[src/rtl/signed_offset_pkg.sv]
// rtl/signed_offset_pkg.sv - shared types and range helpers for signed_offset_pipe
//
// Purpose : beat mode encoding and the signed output range of a W+1 bit result.
// Contents: mode_e      MODE_WRAP = 0, MODE_SAT = 1
//           range_max() largest W+1 bit signed value,  2^W - 1
//           range_min() smallest W+1 bit signed value, -2^W
package signed_offset_pkg;

   typedef enum logic {
      MODE_WRAP = 1'b0,
      MODE_SAT  = 1'b1
   } mode_e;

   function automatic int range_max(input int w);
      return (1 << w) - 1;
   endfunction

   function automatic int range_min(input int w);
      return -(1 << w);
   endfunction

endpackage

[src/rtl/signed_offset_pipe_if.sv]
// rtl/signed_offset_pipe_if.sv - input/output stream bundle for signed_offset_pipe
//
// Purpose : groups the input stream (in_*) and output stream (out_*) handshakes.
// Signals : in_valid, in_ready, in_x[W-1:0], sat_mode    input beat
//           out_valid, out_ready, out_y[W:0], out_ovf    output beat
// Modports: slave  - the pipe (consumes in_*, produces out_*)
//           master - the environment (produces in_*, consumes out_*)
interface signed_offset_pipe_if #(
   parameter int W = 4
);

   logic                in_valid;
   logic                in_ready;
   logic signed [W-1:0] in_x;
   logic                sat_mode;
   logic                out_valid;
   logic                out_ready;
   logic signed [W:0]   out_y;
   logic                out_ovf;

   modport slave (
      input  in_valid,
      input  in_x,
      input  sat_mode,
      input  out_ready,
      output in_ready,
      output out_valid,
      output out_y,
      output out_ovf
   );

   modport master (
      output in_valid,
      output in_x,
      output sat_mode,
      output out_ready,
      input  in_ready,
      input  out_valid,
      input  out_y,
      input  out_ovf
   );

endinterface

[src/rtl/offset_core.sv]
// rtl/offset_core.sv - combinational signed offset add with wrap/saturate
//
// Purpose : y = x + POS_OFF for x >= 0, y = x + NEG_OFF for x < 0, limited to W+1 bits.
// Ports   : x    in  W    signed sample
//           mode in  1    MODE_WRAP or MODE_SAT
//           y    out W+1  signed result
//           ovf  out 1    true sum lies outside the W+1 bit range
module offset_core
   import signed_offset_pkg::*;
#(
   parameter int W       = 4,
   parameter int POS_OFF = 3,
   parameter int NEG_OFF = -2
) (
   input  logic signed [W-1:0] x,
   input  mode_e               mode,
   output logic signed [W:0]   y,
   output logic                ovf
);

   // W+2 bits holds any W-bit input plus any W+1 bit offset without loss.
   localparam int MAX_I = range_max(W);
   localparam int MIN_I = range_min(W);
   localparam logic signed [W+1:0] MAX_E = MAX_I[W+1:0];
   localparam logic signed [W+1:0] MIN_E = MIN_I[W+1:0];
   localparam logic signed [W+1:0] POS_E = POS_OFF[W+1:0];
   localparam logic signed [W+1:0] NEG_E = NEG_OFF[W+1:0];

   logic signed [W+1:0] x_ext;
   logic signed [W+1:0] off;
   logic signed [W+1:0] sum;
   logic                above;
   logic                below;

   always_comb begin
      x_ext = {{2{x[W-1]}}, x};
      // Zero has a clear sign bit, so it takes the non-negative offset.
      off   = x[W-1] ? NEG_E : POS_E;
      sum   = x_ext + off;
      above = (sum > MAX_E);
      below = (sum < MIN_E);
      ovf   = above | below;
      y     = sum[W:0];
      if (mode == MODE_SAT) begin
         if (above) begin
            y = MAX_E[W:0];
         end else if (below) begin
            y = MIN_E[W:0];
         end
      end
   end

endmodule

[src/rtl/signed_offset_pipe.sv]
// rtl/signed_offset_pipe.sv - 2-stage valid/ready signed offset pipeline with statistics
//
// Purpose : streams samples through offset_core with one beat/cycle throughput and
//           counts output transfers and overflowed output transfers.
// Ports   : clk        in   1      rising-edge clock
//           rst_n      in   1      asynchronous reset, active low
//           bus        slave       in_valid/in_ready/in_x/sat_mode, out_valid/out_ready/out_y/out_ovf
//           clr        in   1      synchronous clear of beat_cnt, ovf_cnt, ovf_sticky
//           beat_cnt   out  CNT_W  output transfers, wraps
//           ovf_cnt    out  CNT_W  overflowed output transfers, saturates at all-ones
//           ovf_sticky out  1      any overflowed output transfer since reset/clr
module signed_offset_pipe
   import signed_offset_pkg::*;
#(
   parameter int W       = 4,
   parameter int POS_OFF = 3,
   parameter int NEG_OFF = -2,
   parameter int CNT_W   = 8
) (
   input  logic                  clk,
   input  logic                  rst_n,
   signed_offset_pipe_if.slave   bus,
   input  logic                  clr,
   output logic [CNT_W-1:0]      beat_cnt,
   output logic [CNT_W-1:0]      ovf_cnt,
   output logic                  ovf_sticky
);

   localparam logic [CNT_W-1:0] CNT_ONE = {{(CNT_W-1){1'b0}}, 1'b1};

   // Stage 1: raw sample and its mode.
   logic                s1_valid;
   logic signed [W-1:0] s1_x;
   mode_e               s1_mode;

   // Stage 2: finished result, drives the output stream.
   logic                s2_valid;
   logic signed [W:0]   s2_y;
   logic                s2_ovf;

   logic                s2_ready;
   logic                in_xfer;
   logic                s1_adv;
   logic                out_xfer;

   logic signed [W:0]   core_y;
   logic                core_ovf;

   // A stage can load whenever it is empty or its content leaves this edge,
   // so a full pipe with out_ready high still moves one beat per cycle.
   assign s2_ready     = !s2_valid || bus.out_ready;
   assign bus.in_ready = !s1_valid || s2_ready;

   assign in_xfer  = bus.in_valid && bus.in_ready;
   assign s1_adv   = s1_valid && s2_ready;
   assign out_xfer = s2_valid && bus.out_ready;

   assign bus.out_valid = s2_valid;
   assign bus.out_y     = s2_y;
   assign bus.out_ovf   = s2_ovf;

   offset_core #(
      .W       (W),
      .POS_OFF (POS_OFF),
      .NEG_OFF (NEG_OFF)
   ) u_core (
      .x    (s1_x),
      .mode (s1_mode),
      .y    (core_y),
      .ovf  (core_ovf)
   );

   always_ff @(posedge clk or negedge rst_n) begin
      if (!rst_n) begin
         s1_valid <= 1'b0;
         s1_x     <= '0;
         s1_mode  <= MODE_WRAP;
      end else begin
         if (bus.in_ready) begin
            s1_valid <= bus.in_valid;
         end
         if (in_xfer) begin
            s1_x    <= bus.in_x;
            s1_mode <= mode_e'(bus.sat_mode);
         end
      end
   end

   always_ff @(posedge clk or negedge rst_n) begin
      if (!rst_n) begin
         s2_valid <= 1'b0;
         s2_y     <= '0;
         s2_ovf   <= 1'b0;
      end else begin
         if (s2_ready) begin
            s2_valid <= s1_valid;
         end
         // Data only moves with a real beat, keeping out_y stable while stalled.
         if (s1_adv) begin
            s2_y   <= core_y;
            s2_ovf <= core_ovf;
         end
      end
   end

   // clr wins over the old totals but not over a beat leaving on the same edge:
   // that beat becomes the first one counted after the clear.
   always_ff @(posedge clk or negedge rst_n) begin
      if (!rst_n) begin
         beat_cnt   <= '0;
         ovf_cnt    <= '0;
         ovf_sticky <= 1'b0;
      end else if (clr) begin
         beat_cnt   <= out_xfer ? CNT_ONE : '0;
         ovf_cnt    <= (out_xfer && s2_ovf) ? CNT_ONE : '0;
         ovf_sticky <= out_xfer && s2_ovf;
      end else if (out_xfer) begin
         beat_cnt <= beat_cnt + CNT_ONE;
         if (s2_ovf && (ovf_cnt != '1)) begin
            ovf_cnt <= ovf_cnt + CNT_ONE;
         end
         if (s2_ovf) begin
            ovf_sticky <= 1'b1;
         end
      end
   end

endmodule

[src/flat_wrapper.sv]
// flat-port wrapper written by rule: the top's interface ports become plain ports
module signed_offset_pipe_flat import signed_offset_pkg::*;
#(
   parameter int W       = 4,
   parameter int POS_OFF = 3,
   parameter int NEG_OFF = -2,
   parameter int CNT_W   = 8
)
  (clk, rst_n, clr, beat_cnt, ovf_cnt, ovf_sticky, bus_in_valid, bus_in_x, bus_sat_mode, bus_out_ready, bus_in_ready, bus_out_valid, bus_out_y, bus_out_ovf);
  signed_offset_pipe_if #(.W(W)) bus_i ();
  input  logic clk;
  input  logic rst_n;
  input  logic clr;
  output logic [CNT_W-1:0] beat_cnt;
  output logic [CNT_W-1:0] ovf_cnt;
  output logic ovf_sticky;
  input wire logic [$bits(bus_i.in_valid)-1:0] bus_in_valid;
  input wire logic [$bits(bus_i.in_x)-1:0] bus_in_x;
  input wire logic [$bits(bus_i.sat_mode)-1:0] bus_sat_mode;
  input wire logic [$bits(bus_i.out_ready)-1:0] bus_out_ready;
  output wire logic [$bits(bus_i.in_ready)-1:0] bus_in_ready;
  output wire logic [$bits(bus_i.out_valid)-1:0] bus_out_valid;
  output wire logic [$bits(bus_i.out_y)-1:0] bus_out_y;
  output wire logic [$bits(bus_i.out_ovf)-1:0] bus_out_ovf;
  assign bus_i.in_valid = bus_in_valid;
  assign bus_i.in_x = bus_in_x;
  assign bus_i.sat_mode = bus_sat_mode;
  assign bus_i.out_ready = bus_out_ready;
  assign bus_in_ready = bus_i.in_ready;
  assign bus_out_valid = bus_i.out_valid;
  assign bus_out_y = bus_i.out_y;
  assign bus_out_ovf = bus_i.out_ovf;
  signed_offset_pipe #(.W(W), .POS_OFF(POS_OFF), .NEG_OFF(NEG_OFF), .CNT_W(CNT_W)) u_core (.clk(clk), .rst_n(rst_n), .bus(bus_i), .clr(clr), .beat_cnt(beat_cnt), .ovf_cnt(ovf_cnt), .ovf_sticky(ovf_sticky));
endmodule
[config.mk]
export PLATFORM = sky130hd
export DESIGN_NAME = signed_offset_pipe_flat
export DESIGN_NICKNAME = d
export VERILOG_FILES = /design/src/rtl/signed_offset_pkg.sv /design/src/rtl/signed_offset_pipe_if.sv /design/src/rtl/offset_core.sv /design/src/rtl/signed_offset_pipe.sv /design/src/flat_wrapper.sv
export SDC_FILE = /design/constraint.sdc
export NUM_CORES = 1
export LEC_CHECK = 0
export CORE_MARGIN = 2
export CORE_UTILIZATION = 45
export DETAILED_ROUTE_END_ITERATION = 8
export PLACE_DENSITY = 0.73
export SKIP_CTS_REPAIR_TIMING = 1
export SYNTH_ARGS = -nofsm -noshare
export SYNTH_HDL_FRONTEND = slang
export SYNTH_HIERARCHICAL = 1
export SYNTH_SLANG_ARGS = --single-unit
[constraint.sdc]
create_clock -name clk -period 2.1 [get_ports clk]
set_input_delay 0.21 -clock clk [delete_from_list [all_inputs] [get_ports clk]]
set_output_delay 0.21 -clock clk [all_outputs]
set_load 0.02 [all_outputs]
==> results.cfg <==
[run_status]
status = finished, final reports clean

[die]
die_h_um = 60.9
die_w_um = 60.9
placeableCoreArea_um2 = 3080
rows = 20
dieArea_um2 = 3710
ios = 35
start_util_pct = 47.4

[routing]
via_count = 1202
viasPerCell = 5.49
firstDrtPassIters = 4
drtIter0Drc = 55
detail-route-antenna-nets = 0
routedWlPerCell_um = 13.4
wl_mm = 2.93
drc = 0

[power_and_ir_drop]
power.leakage_uw = 0.000798
vdd_drop_max_mv = 0.576
power_density_nw_per_um2 = 810

[logic_synthesis]
syn-cell-area_um2 = 1460
ys_warn_count = 6
syn-mean-instance-area_um2 = 10.4
synth.net_count = 155
syn_inst = 140

[global_route]
grt_pass1_wl_mm = 4.99
grt_overflow_total = 0
grt_util_all_layers_pct = 18.5
grt_pass1_vias = 1164
antenna_found_initial = 0
grt_max_degree = 30

[sta]
worst_clock_skew_ns = 0.00755
report.final.slew_viol_count = 0
rsz0062_at_grt = false
setup_viol = 0
finalSetupTns_ns = 0
fmax_ghz = 0.543
hold_viol_final = 0
worst_slack_ns = 0.260
period_share_pct = 87.6
period_minus_slack_ns = 1.84

[final_layout]
layout-drive-gt1-share_pct = 13.1
final_nets = 189
antenna_cells = 0
area_growth_pct = 30.8

[clocking]
cts_max_path_buffers = 2
cts_root_buf = clkbuf_4
cts_buffers = 5
cts_htree_levels = 2
clk_pin_slew_worst_paths_ns = 0.09
cts_tree = done
insertion_delay_ns = 0.32
cts.sinks = 29

[placed_design]
dpl.hpwl_mm = 2.14
port-buffer-count = 33
place_ws_ns = 0.397
gp_congestion = 0.900

[critical_path]
crit_arrival_ns = 1.63
endpoint_kind = output pin
critPathLaunchType = register
crit_required_ns = 1.89
path_class = register to output pin
reg2reg_depth = 4
path_max_fanout = 9

[worst_hold_path]
hold_class = input port to asynchronous set/reset pin

[job]
maxCapViolCount = 0
-- power breakdown --
part	internal (uW)	total, uW	switching [uW]
Sequential	629	681	52.2
Clock	284	475	191
Combinational	203	389	186
Total	1120	1540	428
-- placed cells by master (no fill, tap or decap) --
cell             instances
nor2_1                   4
nor2b_1                  3
xnor2_1                  3
conb_1                   1
clkbuf_8                 1
mux2_2                  11
o21ai_1                  1
dfrtp_1                 29
and3_1                   5
nor4_1                   1
and4_1                   1
bufinv_16                1
clkbuf_4                 5
buf_4                    3
or4_1                    1
a211oi_1                 5
nand2_1                  8
nand4_1                  1
and2_1                   1
a31oi_1                  1
a311oi_1                 2
mux2i_1                  1
nand4_2                  2
o31ai_1                  1
ha_1                     5
nand2b_1                 7
or3_1                    4
nor3_1                   2
inv_1                    8
clkbuf_1                 1
nand3_1                  5
a21oi_1                 10
o21ai_0                  5
nand3b_1                 1
clkdlybuf4s50_1         33
a41oi_1                  2
-- flip-flops by register name, summed over array words and instances (netlist names) --
| name | count |
|---|---|
| u_core/beat_cnt | 8 |
| u_core/ovf_cnt | 8 |
| u_core/bus.out_y | 5 |
| u_core/s1_x | 4 |
| u_core/bus.out_ovf | 1 |
| u_core/bus.out_valid | 1 |
| u_core/ovf_sticky | 1 |
| u_core/s1_valid | 1 |
-- final timing paths --
path / startpoint / end / slack (ns)
hold reg to reg: u_core/bus.out_y[2]$_DFFE_PN0P_ / u_core/bus.out_y[2]$_DFFE_PN0P_ / 0.51
hold / removal: rst_n / u_core/ovf_cnt[3]$_DFFE_PN0P_ / 0.25
setup / recovery: u_core/bus.out_valid$_DFFE_PN0P_ / bus_in_ready / 0.26
max in group asynchronous: rst_n / u_core/ovf_cnt[6]$_DFFE_PN0P_ / 1.56
min in group clk: bus_in_valid / u_core/s1_valid$_DFFE_PN0P_ / 0.48
setup reg to reg: u_core/ovf_cnt[0]$_DFFE_PN0P_ / u_core/ovf_cnt[3]$_DFFE_PN0P_ / 0.50
-- critical path, cell delays in order (launching register included) --
cell and delay (ns):
dfrtp_1 0.50, nand3b_1 0.19, clkdlybuf4s50_1 0.62
-- layer usage --
| layer | up-vias | GRT usage, % | share of wire (%) |
|---|---|---|---|
| li1 | 559 | - | - |
| met1 | 585 | 21.6 | 41 |
| met2 | 51 | 30.7 | 50 |
| met3 | 7 | 5.76 | 7.1 |
| met4 | 0 | 9.63 | 0.99 |
| met5 | - | 0 | 0 |
-- layout make-up --
type	count	area (um2)
fillers	263	1170
clock buffers	7	55.1
well taps	44	55.1
inverters	8	30.0
repair buffers	36	353
flip-flops and latches	29	726
clock inverters	1	30.0
multi-input cells	94	659
-- metrics by stage --
step / area [um2] / hold WS, ns / total power [uW] / std cells / util, %
CTS: 1910 / 0.264 / 1570 / 219 / 62.0
floorplan: 1460 / -0.0856 / 910 / 140 / -
global route: 1910 / 0.280 / 1640 / 219 / 62.0
finish: 1910 / 0.254 / 1540 / 219 / 62.0
global placement: 1820 / 0.471 / 1080 / 211 / 59.2
detailed placement: 1820 / 0.491 / 1090 / 211 / 59.2
Note: power is estimated with default switching activity, not from simulation.
